--- src/rtl/sdram_cmd_seq.sv ---
// Per-access SDRAM sequencer: ACT -> wait do_rw -> READA/WRITEA (A10 auto-precharge) -> burst/CAS/recovery -> IDLE; outputs registered.
// No backpressure: requests are sampled only in IDLE and never queued. Optional auto-refresh path: SDRAM_CMD_SEQ_REFRESH_EN.
module sdram_cmd_seq #(
  parameter int BANK_W  = 2,
  parameter int ROW_W   = 12,
  parameter int COL_W   = 9,
  parameter int ADDR_W  = 23,
  parameter int RFC_CYC = 7
) (
  input  logic              clk0,
  input  logic              reset_n,
  input  logic              req_read,
  input  logic              req_write,
  input  logic [ADDR_W-1:0] req_addr,
  input  logic [1:0]        cas_lat,
  input  logic [3:0]        burst_len,
  input  logic              do_rw,
`ifdef SDRAM_CMD_SEQ_REFRESH_EN
  input  logic              ref_req,
  output logic              ref_ack,
`endif
  output logic              do_reada,
  output logic              do_writea,
  output logic              cs_n,
  output logic              ras_n,
  output logic              cas_n,
  output logic              we_n,
  output logic [ROW_W-1:0]  sa,
  output logic [BANK_W-1:0] ba,
  output logic              cmd_ack,
  output logic              wr_dq_oe,
  output logic              rd_valid,
  output logic              busy
);

  localparam int CNT_W = (RFC_CYC > 255) ? $clog2(RFC_CYC + 1) : 8;

  localparam logic [3:0] CMD_NOP    = 4'b0111;
  localparam logic [3:0] CMD_ACT    = 4'b0011;
  localparam logic [3:0] CMD_READA  = 4'b0101;
  localparam logic [3:0] CMD_WRITEA = 4'b0100;
`ifdef SDRAM_CMD_SEQ_REFRESH_EN
  localparam logic [3:0] CMD_REF    = 4'b0001;
`endif

  typedef enum logic [2:0] {
    S_IDLE, S_ACT, S_WAIT_RC, S_RW, S_DONE
`ifdef SDRAM_CMD_SEQ_REFRESH_EN
    , S_REF, S_RFC
`endif
  } state_t;

  state_t              state_q, state_d;
  logic [CNT_W-1:0]    cnt_q, cnt_d;
  logic [ADDR_W-1:0]   addr_q, addr_d;
  logic                rd_q, rd_d;
  logic [1:0]          cas_q, cas_d;
  logic [3:0]          bl_q, bl_d;
  logic [3:0]          cmd_q, cmd_d;
  logic [ROW_W-1:0]    sa_d, sa_rw;
  logic [BANK_W-1:0]   ba_d;
  logic                do_reada_d, do_writea_d, cmd_ack_d, wr_dq_oe_d, rd_valid_d, busy_d;
`ifdef SDRAM_CMD_SEQ_REFRESH_EN
  logic                ref_ack_d;
`endif

  assign {cs_n, ras_n, cas_n, we_n} = cmd_q;

  always_comb begin
    state_d = state_q;
    cnt_d   = cnt_q;
    addr_d  = addr_q;
    rd_d    = rd_q;
    cas_d   = cas_q;
    bl_d    = bl_q;
    case (state_q)
      S_IDLE: begin
`ifdef SDRAM_CMD_SEQ_REFRESH_EN
        if (ref_req) state_d = S_REF;
        else if (req_read || req_write)
`else
        if (req_read || req_write)
`endif
        begin
          state_d = S_ACT;
          addr_d  = req_addr;
          rd_d    = req_read;
          cas_d   = (cas_lat == 2'd2) ? 2'd2 : 2'd3;
          bl_d    = (burst_len == 4'd0) ? 4'd1 : burst_len;
        end
      end
      S_ACT: state_d = S_WAIT_RC;
      S_WAIT_RC: begin
        // Counter value in the RW cycle; reaching 1 in DONE ends the access.
        if (do_rw) begin
          state_d = S_RW;
          cnt_d   = rd_q ? CNT_W'(cas_q) + CNT_W'(bl_q) : CNT_W'(bl_q) + CNT_W'(2);
        end
      end
      S_RW: begin
        state_d = S_DONE;
        cnt_d   = cnt_q - CNT_W'(1);
      end
      S_DONE: begin
        if (cnt_q == CNT_W'(1)) begin
          state_d = S_IDLE;
          cnt_d   = '0;
        end else begin
          cnt_d = cnt_q - CNT_W'(1);
        end
      end
`ifdef SDRAM_CMD_SEQ_REFRESH_EN
      S_REF: begin
        state_d = S_RFC;
        cnt_d   = CNT_W'(RFC_CYC);
      end
      S_RFC: begin
        if (cnt_q <= CNT_W'(1)) begin
          state_d = S_IDLE;
          cnt_d   = '0;
        end else begin
          cnt_d = cnt_q - CNT_W'(1);
        end
      end
`endif
      default: state_d = S_IDLE;
    endcase

    // Outputs are decoded from the next state so they line up with it once registered.
    sa_rw             = '0;
    sa_rw[COL_W-1:0]  = addr_d[COL_W-1:0];
    sa_rw[10]         = 1'b1;
    cmd_d       = CMD_NOP;
    sa_d        = '0;
    ba_d        = '0;
    do_reada_d  = 1'b0;
    do_writea_d = 1'b0;
    cmd_ack_d   = 1'b0;
`ifdef SDRAM_CMD_SEQ_REFRESH_EN
    ref_ack_d   = 1'b0;
`endif
    case (state_d)
      S_ACT: begin
        cmd_d       = CMD_ACT;
        sa_d        = addr_d[COL_W +: ROW_W];
        ba_d        = addr_d[ADDR_W-1 -: BANK_W];
        do_reada_d  = rd_d;
        do_writea_d = !rd_d;
      end
      S_RW: begin
        cmd_d     = rd_d ? CMD_READA : CMD_WRITEA;
        sa_d      = sa_rw;
        ba_d      = addr_d[ADDR_W-1 -: BANK_W];
        cmd_ack_d = 1'b1;
      end
`ifdef SDRAM_CMD_SEQ_REFRESH_EN
      S_REF: begin
        cmd_d     = CMD_REF;
        ref_ack_d = 1'b1;
      end
`endif
      default: ;
    endcase
    // Write data owns the first burst_len cycles; read data the last burst_len before IDLE.
    wr_dq_oe_d = ((state_d == S_RW) || (state_d == S_DONE)) && !rd_d && (cnt_d > CNT_W'(2));
    rd_valid_d = (state_d == S_DONE) && rd_d && (cnt_d <= CNT_W'(bl_d));
    busy_d     = (state_d != S_IDLE);
  end

  always_ff @(posedge clk0 or negedge reset_n) begin
    if (!reset_n) begin
      state_q   <= S_IDLE;
      cnt_q     <= '0;
      addr_q    <= '0;
      rd_q      <= 1'b0;
      cas_q     <= '0;
      bl_q      <= '0;
      cmd_q     <= CMD_NOP;
      sa        <= '0;
      ba        <= '0;
      do_reada  <= 1'b0;
      do_writea <= 1'b0;
      cmd_ack   <= 1'b0;
      wr_dq_oe  <= 1'b0;
      rd_valid  <= 1'b0;
      busy      <= 1'b0;
`ifdef SDRAM_CMD_SEQ_REFRESH_EN
      ref_ack   <= 1'b0;
`endif
    end else begin
      state_q   <= state_d;
      cnt_q     <= cnt_d;
      addr_q    <= addr_d;
      rd_q      <= rd_d;
      cas_q     <= cas_d;
      bl_q      <= bl_d;
      cmd_q     <= cmd_d;
      sa        <= sa_d;
      ba        <= ba_d;
      do_reada  <= do_reada_d;
      do_writea <= do_writea_d;
      cmd_ack   <= cmd_ack_d;
      wr_dq_oe  <= wr_dq_oe_d;
      rd_valid  <= rd_valid_d;
      busy      <= busy_d;
`ifdef SDRAM_CMD_SEQ_REFRESH_EN
      ref_ack   <= ref_ack_d;
`endif
    end
  end

endmodule
--- config.mk ---
export PLATFORM = sky130hd
export DESIGN_NAME = sdram_cmd_seq
export DESIGN_NICKNAME = d
export VERILOG_FILES = /design/src/rtl/sdram_cmd_seq.sv
export SDC_FILE = /design/constraint.sdc
export NUM_CORES = 1
export LEC_CHECK = 0
export ABC_AREA = 1
export ABC_CLOCK_PERIOD_IN_PS = 3200
export CORE_MARGIN = 2
export CORE_UTILIZATION = 54
export CTS_CLUSTER_DIAMETER = 40
export DETAILED_ROUTE_END_ITERATION = 8
export MAX_ROUTING_LAYER = met4
export PLACE_DENSITY_LB_ADDON = 0.1
export SYNTH_ARGS = -nofsm -noshare
export SYNTH_HDL_FRONTEND = slang
export SYNTH_SLANG_ARGS = --single-unit
--- constraint.sdc ---
create_clock -name clk0 -period 3.2 [get_ports clk0]
set_input_delay 0.32 -clock clk0 [delete_from_list [all_inputs] [get_ports clk0]]
set_output_delay 0.32 -clock clk0 [all_outputs]
set_load 0.005 [all_outputs]
==> qor.yml <==
finish:
  drive_gt1_share_pct: 14.4
  layout.cells.non_filler: 443
  syn_to_final_growth_pct: 24.6
  register_area_sq_mm: 0.00131
  diodes: 0
  multi_input_area_sq_mm: 0.00107
  nNetsFinal: 419
  nFillCells: 407
critical_path:
  crit_path_frequent_cell: "o21ai_0"
  path_buf_inv: 0
  cp.required_ps: 3440
  path_delay_family: "adder cells"
  cp_data_arrival_time_ps: 2730
  cp_slowest_cell: "fa_1"
  crit_fanout: 3
  critPathLaunchType: "register"
  crit_chain: "ha_1 > fa_1 > o21ai_0 > nor2_1 > a21oi_1 > nand2_1 > ha_1 > a21oi_1 > o21ai_0 > o21ai_0 > nand3_1 > nor2_1"
  path_class: "register to register"
  max_stage_delay_ps: 450
  setup.worst_path.end_class: "register"
timing:
  slew_viol_final: 0
  period_minus_slack_ps: 2490
  worst_slew_pin_slew_ps: 699
  setup_viol: 0
  fin_tns_setup_ps: 0
  slew_headroom_pct: 53.4
  max_freq_mhz: 402
  rsz0062_at_grt: "false"
  hold_viol: 0
  finalClockSkew_ps: 2.99
  timing.final.crit_share_pct: 77.8
cts:
  post_cts_resized: 0
  cts_tree: "yes"
  cts_htree_levels: 2
  cts_max_path_buffers: 2
  post-cts-setup-buffer-count: 0
  root_buffer: "clkbuf_8"
  cts-buffers-inserted: 5
  postCtsHoldBufs: 0
  clock_sinks: 52
  clkTransAtPathRegs_ps: 90
  clock_latency_ps: 300
global_routing:
  grt_pass1_vias: 2170
  grt.overflow.total: 0
  grt_pass1_wl_mm: 9.36
  grt_max_degree: 33
  antenna_found_initial: 0
  grtUsageTotal_pct: 22.8
logic_synthesis:
  ys_seq_elements: 52
  synthCells: 320
  avgSynthCellArea_sq_um: 8.37
  netlist_area_sq_mm: 0.00268
  syn-num-nets: 364
  ys.warnings.count: 0
  seq_area_frac_synth_pct: 48.7
  synth.distinct_cells: 33
floorplan:
  fp.dieW_um: 74.4
  die_area_sq_mm: 0.00554
  start_util_pct: 56.3
  rows: 25
  die_h_um: 74.4
  io_pins: 58
  core_area_sq_mm: 0.00475
min_path:
  holdCritPathClass: "input port to asynchronous set/reset pin"
routing:
  dr_total_vias: 2133
  route.detailed.drc: 0
  wire_per_inst_um: 11.9
  routed_wl_mm: 5.27
  drt_iter0_markers: 120
  drt_first_pass_iters: 6
  ant_nets: 0
  vias_per_cell: 4.81
placement:
  dp_hpwl_mm: 3.90
  dp_cells: 435
  gp_congestion: 0.867
  placement.io_buffers: 56
power_and_ir_drop:
  vdd_drop_max_mv: 0.432
  p_total_mw: 3.15
  powerDensity_mw_per_mm2: 946
  leakage_nw: 1.72
run:
  maxCapViolations: 0
status:
  status: "finished clean"
-- flip-flops by register name, indices dropped and copies added, names as in the netlist, 2 cells and up --
register  count
addr_q       11
ba            2
cas_q         2
sa           12
cnt_q         8
bl_q          4
cmd_q         3
state_q       3
-- worst paths after layout --
check                           slack (ps)   endpoint      start  cells past startpoint
worst max-delay path                   710   rd_valid    bl_q[0]                     12
worst min-delay path                    60      sa[4]    reset_n                      1
worst max register to register         710   rd_valid    bl_q[0]                     12
worst min register to register         490  addr_q[8]  addr_q[8]                      2
max in group asynchronous             2350   cmd_q[2]    reset_n                      2
min in group clk0                      490  addr_q[8]  addr_q[8]                      2
-- cell usage after synthesis, drive strengths merged --
cell type	n	area share, %
o211ai	1	0.28
o311ai	1	0.33
xor2	2	0.65
o21ai	21	5.2
buf	10	3.0
o22ai	1	0.23
a21oi	6	1.3
a211oi	2	0.56
inv	59	8.3
or2	3	0.70
nand4	2	0.47
fa	1	0.75
ha	9	4.2
nor2	31	5.3
dfrtp	49	46
conb	1	0.14
nand3	20	4.5
nand2	96	15
dfstp	3	2.9
nor3	2	0.37
-- routing by layer --
| layer | track usage, % | vias to the layer above | part of all wire, % |
|---|---|---|---|
| met5 | - | - | 0 |
| met4 | 6.75 | 0 | 1.3 |
| met3 | 5.56 | 8 | 5.4 |
| met2 | 36.0 | 59 | 46 |
| met1 | 29.4 | 983 | 48 |
| li1 | - | 1083 | - |
-- where the power goes --
group / leakage, nW / internal, mW / switching, mW
clock: 0.0424 / 0.157 / 0.213
sequential: 0.646 / 0.939 / 0.154
combinational: 1.03 / 0.701 / 0.991
total: 1.72 / 1.80 / 1.36
-- cells in the final DEF (no fill, tap or decap), types with 5 or more instances in the layout --
| cell | n |
|---|---|
| nand3_1 | 16 |
| clkbuf_8 | 5 |
| nand2_2 | 14 |
| o21ai_0 | 11 |
| dfrtp_1 | 49 |
| clkdlybuf4s50_1 | 55 |
| inv_2 | 5 |
| nor2_1 | 25 |
| inv_1 | 54 |
| ha_1 | 9 |
| nand2_1 | 81 |
| o21ai_2 | 9 |
| a21oi_1 | 5 |
-- worst register-to-register path, cell delays in order (launching register included) --
cell and delay (ps):
dfrtp_1 410, ha_1 220, fa_1 450, o21ai_0 180, nor2_1 90, a21oi_1 110
nand2_1 120, ha_1 340, a21oi_1 140, o21ai_0 70, o21ai_0 80, nand3_1 90
nor2_1 130
-- metrics by stage --
stage          hold WS, ps  area, sq um  setup WS, ps  utilization [%]
2_1_floorplan         24.4         2680          1000                -
5_1_grt                112         3340           511             70.2
6_report              56.9         3340           711             70.2
4_1_cts               75.8         3340           692             70.2
3_5_place_dp           406         3250           700             68.4
3_3_place_gp           402         3250           772             68.4
-- kinds of logic after synthesis --
group	synth area share, %
other	0.140
buffers and inverters	11.3
flip-flops	48.7
AND/OR/NAND/NOR	26.4
AO/OA/AOI/OAI	7.85
adder cells (fa/ha/maj)	4.95
XOR/XNOR	0.654
-- cell type report --
class | instances | area share, %
clock inverter | 1 | 0.263
multi-input combinational | 199 | 32.1
clock buffer | 7 | 2.29
tap | 67 | 2.51
inverter | 59 | 6.64
timing repair buffer | 58 | 17.1
sequential | 52 | 39.1
No activity file was read; power rests on OpenSTA's default activity.
